==> src/rtl/cndm_proto_dma_pkg.sv <==
// Shared DMA read-channel types, status codes and tag-layout helpers.
package cndm_proto_dma_pkg;

    // Field widths of the stored read descriptor; instances may use narrower ports.
    localparam int unsigned DESC_ADDR_W     = 64;
    localparam int unsigned DESC_SEL_W      = 4;
    localparam int unsigned DESC_RAM_ADDR_W = 16;
    localparam int unsigned DESC_LEN_W      = 20;
    localparam int unsigned DESC_TAG_W      = 8;

    typedef struct packed {
        logic [DESC_ADDR_W-1:0]     src_addr;
        logic [DESC_SEL_W-1:0]      dst_sel;
        logic [DESC_RAM_ADDR_W-1:0] dst_addr;
        logic [DESC_LEN_W-1:0]      len;
        logic [DESC_TAG_W-1:0]      tag;
    } dma_rd_desc_t;

    // DMA completion status codes
    localparam logic [3:0] DMA_ERROR_NONE        = 4'd0;
    localparam logic [3:0] DMA_ERROR_TIMEOUT     = 4'd1;
    localparam logic [3:0] DMA_ERROR_PARITY      = 4'd2;
    localparam logic [3:0] DMA_ERROR_PCIE_CPL_UR = 4'd3;
    localparam logic [3:0] DMA_ERROR_PCIE_CPL_CA = 4'd4;
    localparam logic [3:0] DMA_ERROR_PCIE_FLR    = 4'd5;
    localparam logic [3:0] DMA_ERROR_BAD_TAG     = 4'd6;

    // Requester index sits directly above the requester tag in the DMA tag.
    function automatic int unsigned tag_idx_lsb(input int unsigned req_tag_w);
        return req_tag_w;
    endfunction

    function automatic int unsigned idx_width(input int unsigned ports);
        return (ports > 1) ? $clog2(ports) : 1;
    endfunction

endpackage

==> src/rtl/cndm_proto_rr_arb.sv <==
// Generic round-robin arbiter: grants the first request at or after the pointer.
module cndm_proto_rr_arb
    import cndm_proto_dma_pkg::*;
#(
    parameter  int unsigned PORTS = 4,
    localparam int unsigned IDX_W = idx_width(PORTS)
) (
    input  logic             clk,
    input  logic             rst,
    input  logic [PORTS-1:0] req,
    input  logic             advance,
    output logic [PORTS-1:0] grant,
    output logic [IDX_W-1:0] grant_idx,
    output logic             grant_valid
);

    logic [IDX_W-1:0] ptr;
    logic [IDX_W:0]   sum;
    logic [IDX_W-1:0] j;

    // Scan requests starting at ptr, wrapping modulo PORTS
    always_comb begin
        grant_valid = 1'b0;
        grant_idx   = '0;
        sum         = '0;
        j           = '0;
        for (int unsigned k = 0; k < PORTS; k++) begin
            sum = {1'b0, ptr} + (IDX_W+1)'(k);
            if (sum >= (IDX_W+1)'(PORTS)) begin
                sum = sum - (IDX_W+1)'(PORTS);
            end
            j = sum[IDX_W-1:0];
            if (!grant_valid && req[j]) begin
                grant_valid = 1'b1;
                grant_idx   = j;
            end
        end
        grant = grant_valid ? (PORTS'(1) << grant_idx) : '0;
    end

    // Pointer moves past the granted requester
    always_ff @(posedge clk) begin
        if (rst) begin
            ptr <= '0;
        end else if (advance && grant_valid) begin
            ptr <= (32'(grant_idx) == PORTS - 1) ? '0 : grant_idx + IDX_W'(1);
        end
    end

endmodule

==> src/rtl/cndm_proto_dma_rd_arb.sv <==
// Shares one DMA read-descriptor channel between PORTS requesters with
// per-requester credit tracking and status routing back by tag index.
module cndm_proto_dma_rd_arb
    import cndm_proto_dma_pkg::*;
#(
    parameter int unsigned PORTS           = 4,
    parameter int unsigned PCIE_ADDR_W     = 64,
    parameter int unsigned RAM_ADDR_W      = 16,
    parameter int unsigned RAM_SEL_W       = 4,
    parameter int unsigned LEN_W           = 20,
    parameter int unsigned REQ_TAG_W       = 6,
    parameter int unsigned TAG_W           = 8,
    parameter int unsigned MAX_OUTSTANDING = 16
) (
    input  logic                         clk,
    input  logic                         rst,
    input  logic [PORTS*PCIE_ADDR_W-1:0] s_req_src_addr,
    input  logic [PORTS*RAM_SEL_W-1:0]   s_req_dst_sel,
    input  logic [PORTS*RAM_ADDR_W-1:0]  s_req_dst_addr,
    input  logic [PORTS*LEN_W-1:0]       s_req_len,
    input  logic [PORTS*REQ_TAG_W-1:0]   s_req_tag,
    input  logic [PORTS-1:0]             s_req_valid,
    output logic [PORTS-1:0]             s_req_ready,
    output logic [PCIE_ADDR_W-1:0]       m_desc_src_addr,
    output logic [RAM_SEL_W-1:0]         m_desc_dst_sel,
    output logic [RAM_ADDR_W-1:0]        m_desc_dst_addr,
    output logic [LEN_W-1:0]             m_desc_len,
    output logic [TAG_W-1:0]             m_desc_tag,
    output logic                         m_desc_valid,
    input  logic                         m_desc_ready,
    input  logic [TAG_W-1:0]             s_sts_tag,
    input  logic [3:0]                   s_sts_error,
    input  logic                         s_sts_valid,
    output logic [PORTS*REQ_TAG_W-1:0]   m_sts_tag,
    output logic [PORTS*4-1:0]           m_sts_error,
    output logic [PORTS-1:0]             m_sts_valid,
    output logic [PORTS-1:0]             busy,
    output logic                         stat_bad_sts
);

    localparam int unsigned IDX_W   = idx_width(PORTS);
    localparam int unsigned IDX_LSB = tag_idx_lsb(REQ_TAG_W);
    localparam int unsigned CNT_W   = $clog2(MAX_OUTSTANDING + 1);

    if (TAG_W < REQ_TAG_W + IDX_W) begin : g_tag_w_check
        $error("TAG_W cannot hold requester index and requester tag");
    end
    if (PORTS < 2 || MAX_OUTSTANDING < 1 || MAX_OUTSTANDING > 2**REQ_TAG_W) begin : g_param_check
        $error("PORTS or MAX_OUTSTANDING out of range");
    end
    if (PCIE_ADDR_W > DESC_ADDR_W || RAM_SEL_W > DESC_SEL_W || RAM_ADDR_W > DESC_RAM_ADDR_W ||
        LEN_W > DESC_LEN_W || TAG_W > DESC_TAG_W) begin : g_desc_w_check
        $error("descriptor field wider than dma_rd_desc_t");
    end

    logic [CNT_W-1:0] cnt      [PORTS];
    logic [CNT_W-1:0] cnt_next [PORTS];
    logic [PORTS-1:0] eligible;
    logic [PORTS-1:0] arb_req;
    logic [PORTS-1:0] grant;
    logic [IDX_W-1:0] grant_idx;
    logic             grant_valid;
    logic             out_free;
    logic [IDX_W-1:0] sts_idx;
    logic [PORTS-1:0] sts_hit;
    logic             sts_bad;
    dma_rd_desc_t     desc_d;
    dma_rd_desc_t     desc_q;
    logic             desc_valid_q;

    // Requesters under their credit limit compete only while the output slot is free
    always_comb begin
        out_free = !desc_valid_q || m_desc_ready;
        for (int unsigned i = 0; i < PORTS; i++) begin
            eligible[i] = s_req_valid[i] && (32'(cnt[i]) < MAX_OUTSTANDING);
        end
        arb_req = out_free ? eligible : '0;
    end

    cndm_proto_rr_arb #(
        .PORTS(PORTS)
    ) u_rr_arb (
        .clk        (clk),
        .rst        (rst),
        .req        (arb_req),
        .advance    (grant_valid),
        .grant      (grant),
        .grant_idx  (grant_idx),
        .grant_valid(grant_valid)
    );

    assign s_req_ready = grant;

    // Select the granted requester's descriptor and prefix its tag with the index
    always_comb begin
        desc_d = '0;
        for (int unsigned i = 0; i < PORTS; i++) begin
            if (grant[i]) begin
                desc_d.src_addr = DESC_ADDR_W'(s_req_src_addr[i*PCIE_ADDR_W +: PCIE_ADDR_W]);
                desc_d.dst_sel  = DESC_SEL_W'(s_req_dst_sel[i*RAM_SEL_W +: RAM_SEL_W]);
                desc_d.dst_addr = DESC_RAM_ADDR_W'(s_req_dst_addr[i*RAM_ADDR_W +: RAM_ADDR_W]);
                desc_d.len      = DESC_LEN_W'(s_req_len[i*LEN_W +: LEN_W]);
                desc_d.tag      = DESC_TAG_W'({IDX_W'(i), s_req_tag[i*REQ_TAG_W +: REQ_TAG_W]});
            end
        end
    end

    // Output descriptor register: holds until accepted, reloads on grant
    always_ff @(posedge clk) begin
        if (rst) begin
            desc_valid_q <= 1'b0;
        end else if (grant_valid) begin
            desc_valid_q <= 1'b1;
            desc_q       <= desc_d;
        end else if (m_desc_ready) begin
            desc_valid_q <= 1'b0;
        end
    end

    assign m_desc_valid    = desc_valid_q;
    assign m_desc_src_addr = PCIE_ADDR_W'(desc_q.src_addr);
    assign m_desc_dst_sel  = RAM_SEL_W'(desc_q.dst_sel);
    assign m_desc_dst_addr = RAM_ADDR_W'(desc_q.dst_addr);
    assign m_desc_len      = LEN_W'(desc_q.len);
    assign m_desc_tag      = TAG_W'(desc_q.tag);

    // Route status by index field; drop it when index is unknown or nothing is outstanding
    always_comb begin
        sts_idx = s_sts_tag[IDX_LSB +: IDX_W];
        sts_hit = '0;
        for (int unsigned i = 0; i < PORTS; i++) begin
            if (s_sts_valid && sts_idx == IDX_W'(i) && cnt[i] != '0) begin
                sts_hit[i] = 1'b1;
            end
        end
        sts_bad = s_sts_valid && !(|sts_hit);
    end

    // Credit counters: grant and routed status in the same cycle cancel out
    always_comb begin
        for (int unsigned i = 0; i < PORTS; i++) begin
            cnt_next[i] = cnt[i];
            if (grant[i] && !sts_hit[i]) begin
                cnt_next[i] = cnt[i] + CNT_W'(1);
            end else if (sts_hit[i] && !grant[i]) begin
                cnt_next[i] = cnt[i] - CNT_W'(1);
            end
        end
    end

    // Counter, busy and status-strobe registers
    always_ff @(posedge clk) begin
        if (rst) begin
            for (int unsigned i = 0; i < PORTS; i++) begin
                cnt[i] <= '0;
            end
            busy         <= '0;
            m_sts_valid  <= '0;
            stat_bad_sts <= 1'b0;
        end else begin
            for (int unsigned i = 0; i < PORTS; i++) begin
                cnt[i]  <= cnt_next[i];
                busy[i] <= (cnt_next[i] != '0);
            end
            m_sts_valid  <= sts_hit;
            stat_bad_sts <= sts_bad;
        end
    end

    // Status payload is broadcast; only the strobed requester consumes it
    always_ff @(posedge clk) begin
        if (s_sts_valid) begin
            for (int unsigned i = 0; i < PORTS; i++) begin
                m_sts_tag[i*REQ_TAG_W +: REQ_TAG_W] <= s_sts_tag[REQ_TAG_W-1:0];
                m_sts_error[i*4 +: 4]               <= s_sts_error;
            end
        end
    end

endmodule
==> config.mk <==
export PLATFORM = sky130hd
export DESIGN_NAME = cndm_proto_dma_rd_arb
export DESIGN_NICKNAME = d
export VERILOG_FILES = /design/src/rtl/cndm_proto_dma_pkg.sv /design/src/rtl/cndm_proto_rr_arb.sv /design/src/rtl/cndm_proto_dma_rd_arb.sv
export SDC_FILE = /design/constraint.sdc
export NUM_CORES = 1
export LEC_CHECK = 0
export ABC_AREA = 0
export CAP_MARGIN = 30
export CELL_PAD_IN_SITES_DETAIL_PLACEMENT = 2
export CELL_PAD_IN_SITES_GLOBAL_PLACEMENT = 2
export CORE_AREA = 3 3 245 247
export CTS_CLUSTER_SIZE = 25
export DETAILED_ROUTE_END_ITERATION = 8
export DIE_AREA = 0 0 248 250
export GPL_ROUTABILITY_DRIVEN = 0
export PLACE_DENSITY = 0.67
export SYNTH_ARGS = -nofsm -noshare
export SYNTH_HDL_FRONTEND = slang
export SYNTH_HIERARCHICAL = 1
export SYNTH_SLANG_ARGS = --single-unit
==> constraint.sdc <==
create_clock -name clk -period 21.9 [get_ports clk]
set_input_delay 4.38 -clock clk [delete_from_list [all_inputs] [get_ports clk]]
set_output_delay 4.38 -clock clk [all_outputs]
set_load 0.03 [all_outputs]
==> results by group <==
Setup path
  • Maximum fanout along the worst path: 32
  • Slowest-stage cell, CP: clkdlybuf4s50_1
  • Reg2reg end: m_desc_len[2]
  • Worst EP arrival: 7.86 ns
  • Nature of the critical path startpoint: primary input
  • Reg2Reg Depth: 13
  • WS Path Type: primary input to primary output
  • CP endpoint kind: primary output
  • Setup slack, reg-to-reg: 17.06 ns
  • CP max stage delay: 0.79 ns
  • Most numerous cell on the critical path: clkdlybuf4s50_1
  • Reg-to-Reg Start: m_desc_valid
  • CP cell instances: clkdlybuf4s50_1, nor2b_1, nor3b_1, o21ai_0, a221oi_1, or2_2, ha_1, and2b_4, clkdlybuf4s50_1
  • CP required: 17.52 ns

Clock tree
  • Clk root buf: clkbuf_16
  • Worst-path clk slew: 0.06 ns
  • H-tree depth: 4
  • Longest Clk Path Bufs: 2
  • Post-CTS setup repair buffer count: 0
  • Later-pin clock latency in the skew report: 0.48 ns
  • PostCTS Resize Cnt: 0
  • CTS Sinks: 154
  • Hold_buf cts: 0
  • CTS tree: yes
  • CTS Buf Count: 17

Timing
  • Setup-failing EPs final: 0
  • Final number of hold-violating endpoints: 0
  • Min Hold Slack: 0.5167 ns
  • Final period util: 55.89%
  • Max Slew Vio Count: 0
  • Slew of the pin with the lowest slew margin: 0.8757 ns
  • RSZ-0062 raised after global routing: false
  • Min cycle time layout: 12.24 ns
  • Setup TNS: 0 ns
  • Headroom to the max-slew limit: 41.62%
  • F_max: 81.71 MHz
  • Clock skew: 0.01805 ns

Global routing
  • GR Overflow Total: 0
  • Met3 usage: 5.490%
  • Largest net degree at the start of global routing: 85
  • Gr usage total: 15.75%
  • Vias in the first global route: 10780
  • Met1 usage: 16.43%
  • Layer with the highest usage: met2
  • Met2 GRT Util: 29.04%
  • Initial antenna violation count: 8
  • First-pass GRT wire length: 71530 um

Min path
  • Hold depth: 2
  • Worst hold-check path type: register to register
  • Hold Path Origin: u_rr_arb/ptr[0]
  • Hold Path End: u_rr_arb/ptr[0]

Place
  • Placed cells: 2221
  • Detailed Place HPWL: 39450 um
  • PortBufs: 625
  • Placement-stage cell area: 15800 um2

Status
  • Status: complete, no violations

Synth
  • Avg Inst Size Synth: 9.663 um2
  • Post-synthesis instance area: 9006 um2
  • Mapped Cells: 932
  • Syn nets: 1404
  • YS warnings: 6

Pwr
  • PwrDens: 87.01 nW/um2
  • Leakage power: 5.622 nW
  • VDD IR max: 0.07005 mV

Finish
  • Synthesis-to-finish area growth: 82.29%
  • Final #Nets: 1947
  • Layout cells sized above 1: 4.570%
  • Multi-input logic area: 4089 um2
  • FF/Latch Area: 4304 um2
  • Non-filler cells, final: 2260
  • Filler cell count: 6431
  • Final std cell area, no fill: 16420 um2

Detailed routing
  • Initial DRC Count: 464
  • Via count: 9819
  • Per-cell routed wire length: 22.59 um
  • DRT Wirelength: 51060 um
  • Drt first pass iters: 5
  • Routed vias/inst: 4.345
  • DRC: 0
  • DRT antenna net count: 0

Floorplan
  • Core footprint: 57810 um2
  • Num ports: 626
  • Die Wd: 248 um
  • Die Y-Extent: 250 um
  • Starting Density: 15.58%
  • Row cnt: 88
  • Die area: 62000 um2

Flow run
  • Max-cap violations: 0
## sequential cells by signal, summed over array words and instances, names as in the netlist
name	count
u_rr_arb/ptr	2
m_desc_dst_addr	16
stat_bad_sts	1
m_desc_dst_sel	4
busy	4
m_desc_src_addr	64
cnt	20
m_desc_tag	8
m_desc_len	20
m_desc_valid	1
m_sts_valid	4
m_sts_error	4
m_sts_tag	6
## power by group
group	internal (mW)	total [mW]	switching (mW)	leakage [nW]
clock network	0.180	0.318	0.139	0.283
registers	0.402	0.429	0.0277	1.47
logic	0.296	0.681	0.385	3.87
## placed cells by master (no fill, tap or decap), types with 4 or more instances in the layout
cell	n
clkdlybuf4s50_1	625
o21ai_0	208
nand2_1	122
edfxtp_1	122
a221o_1	109
nor2_1	40
dfxtp_1	32
o21ai_1	19
clkbuf_16	17
inv_1	15
buf_4	15
mux2i_1	13
ha_1	12
xnor2_1	10
a21oi_1	8
nand4_1	8
diode_2	7
nand3b_1	6
nand3_1	5
clkinv_2	4
nor2b_1	4
nor3b_1	4
a211o_1	4
nand2b_1	4
mux2_2	4
o21a_1	4
o211ai_1	4
nor3_1	4
clkinvlp_4	4
## worst max-delay path: cells and delay by family
kind | cells | cell delay [ns]
AO/OA/AOI/OAI | 2 | 0.61
adder cells (fa/ha/maj) | 1 | 0.14
buffers and inverters | 2 | 1.25
AND/OR/NAND/NOR | 4 | 1.46
## how the worst max path moves through the flow
stage,slack (ns),start,to,depth (start not counted)
global route,9.40,m_desc_ready,s_req_ready[1],9
global placement,9.76,m_desc_ready,s_req_ready[1],9
finish,9.66,m_desc_ready,s_req_ready[1],9
floorplan,11.08,m_desc_ready,m_desc_dst_addr[0],5
CTS,9.56,m_desc_ready,s_req_ready[1],9
detailed placement,9.59,m_desc_ready,s_req_ready[1],9
## stage by stage
step / setup WS [ns] / util [%] / total power [mW]
6_report: 9.661 / 28.40 / 1.429
3_3_place_gp: 9.760 / 27.29 / 1.109
3_5_place_dp: 9.588 / 27.33 / 1.131
4_1_cts: 9.565 / 28.37 / 1.464
5_1_grt: 9.395 / 28.40 / 1.519
2_1_floorplan: 11.08 / - / 0.8123
## layer usage
metal,part of all wire (%),vias to the layer above
li1,-,4614
met2,52,329
met5,0.045,-
met1,37,4814
met4,2.5,4
met3,8.1,58
## final cells by class
type	count	area share (%)
Antenna cell	7	0.1067
Clock buffer	18	2.614
Clock inverter	14	1.037
Inverter	16	0.3734
Multi-Input combinational cell	645	24.91
Sequential cell	154	26.22
Tap cell	765	5.830
Timing Repair Buffer	641	38.91
Power figures use the tool's default switching activity.
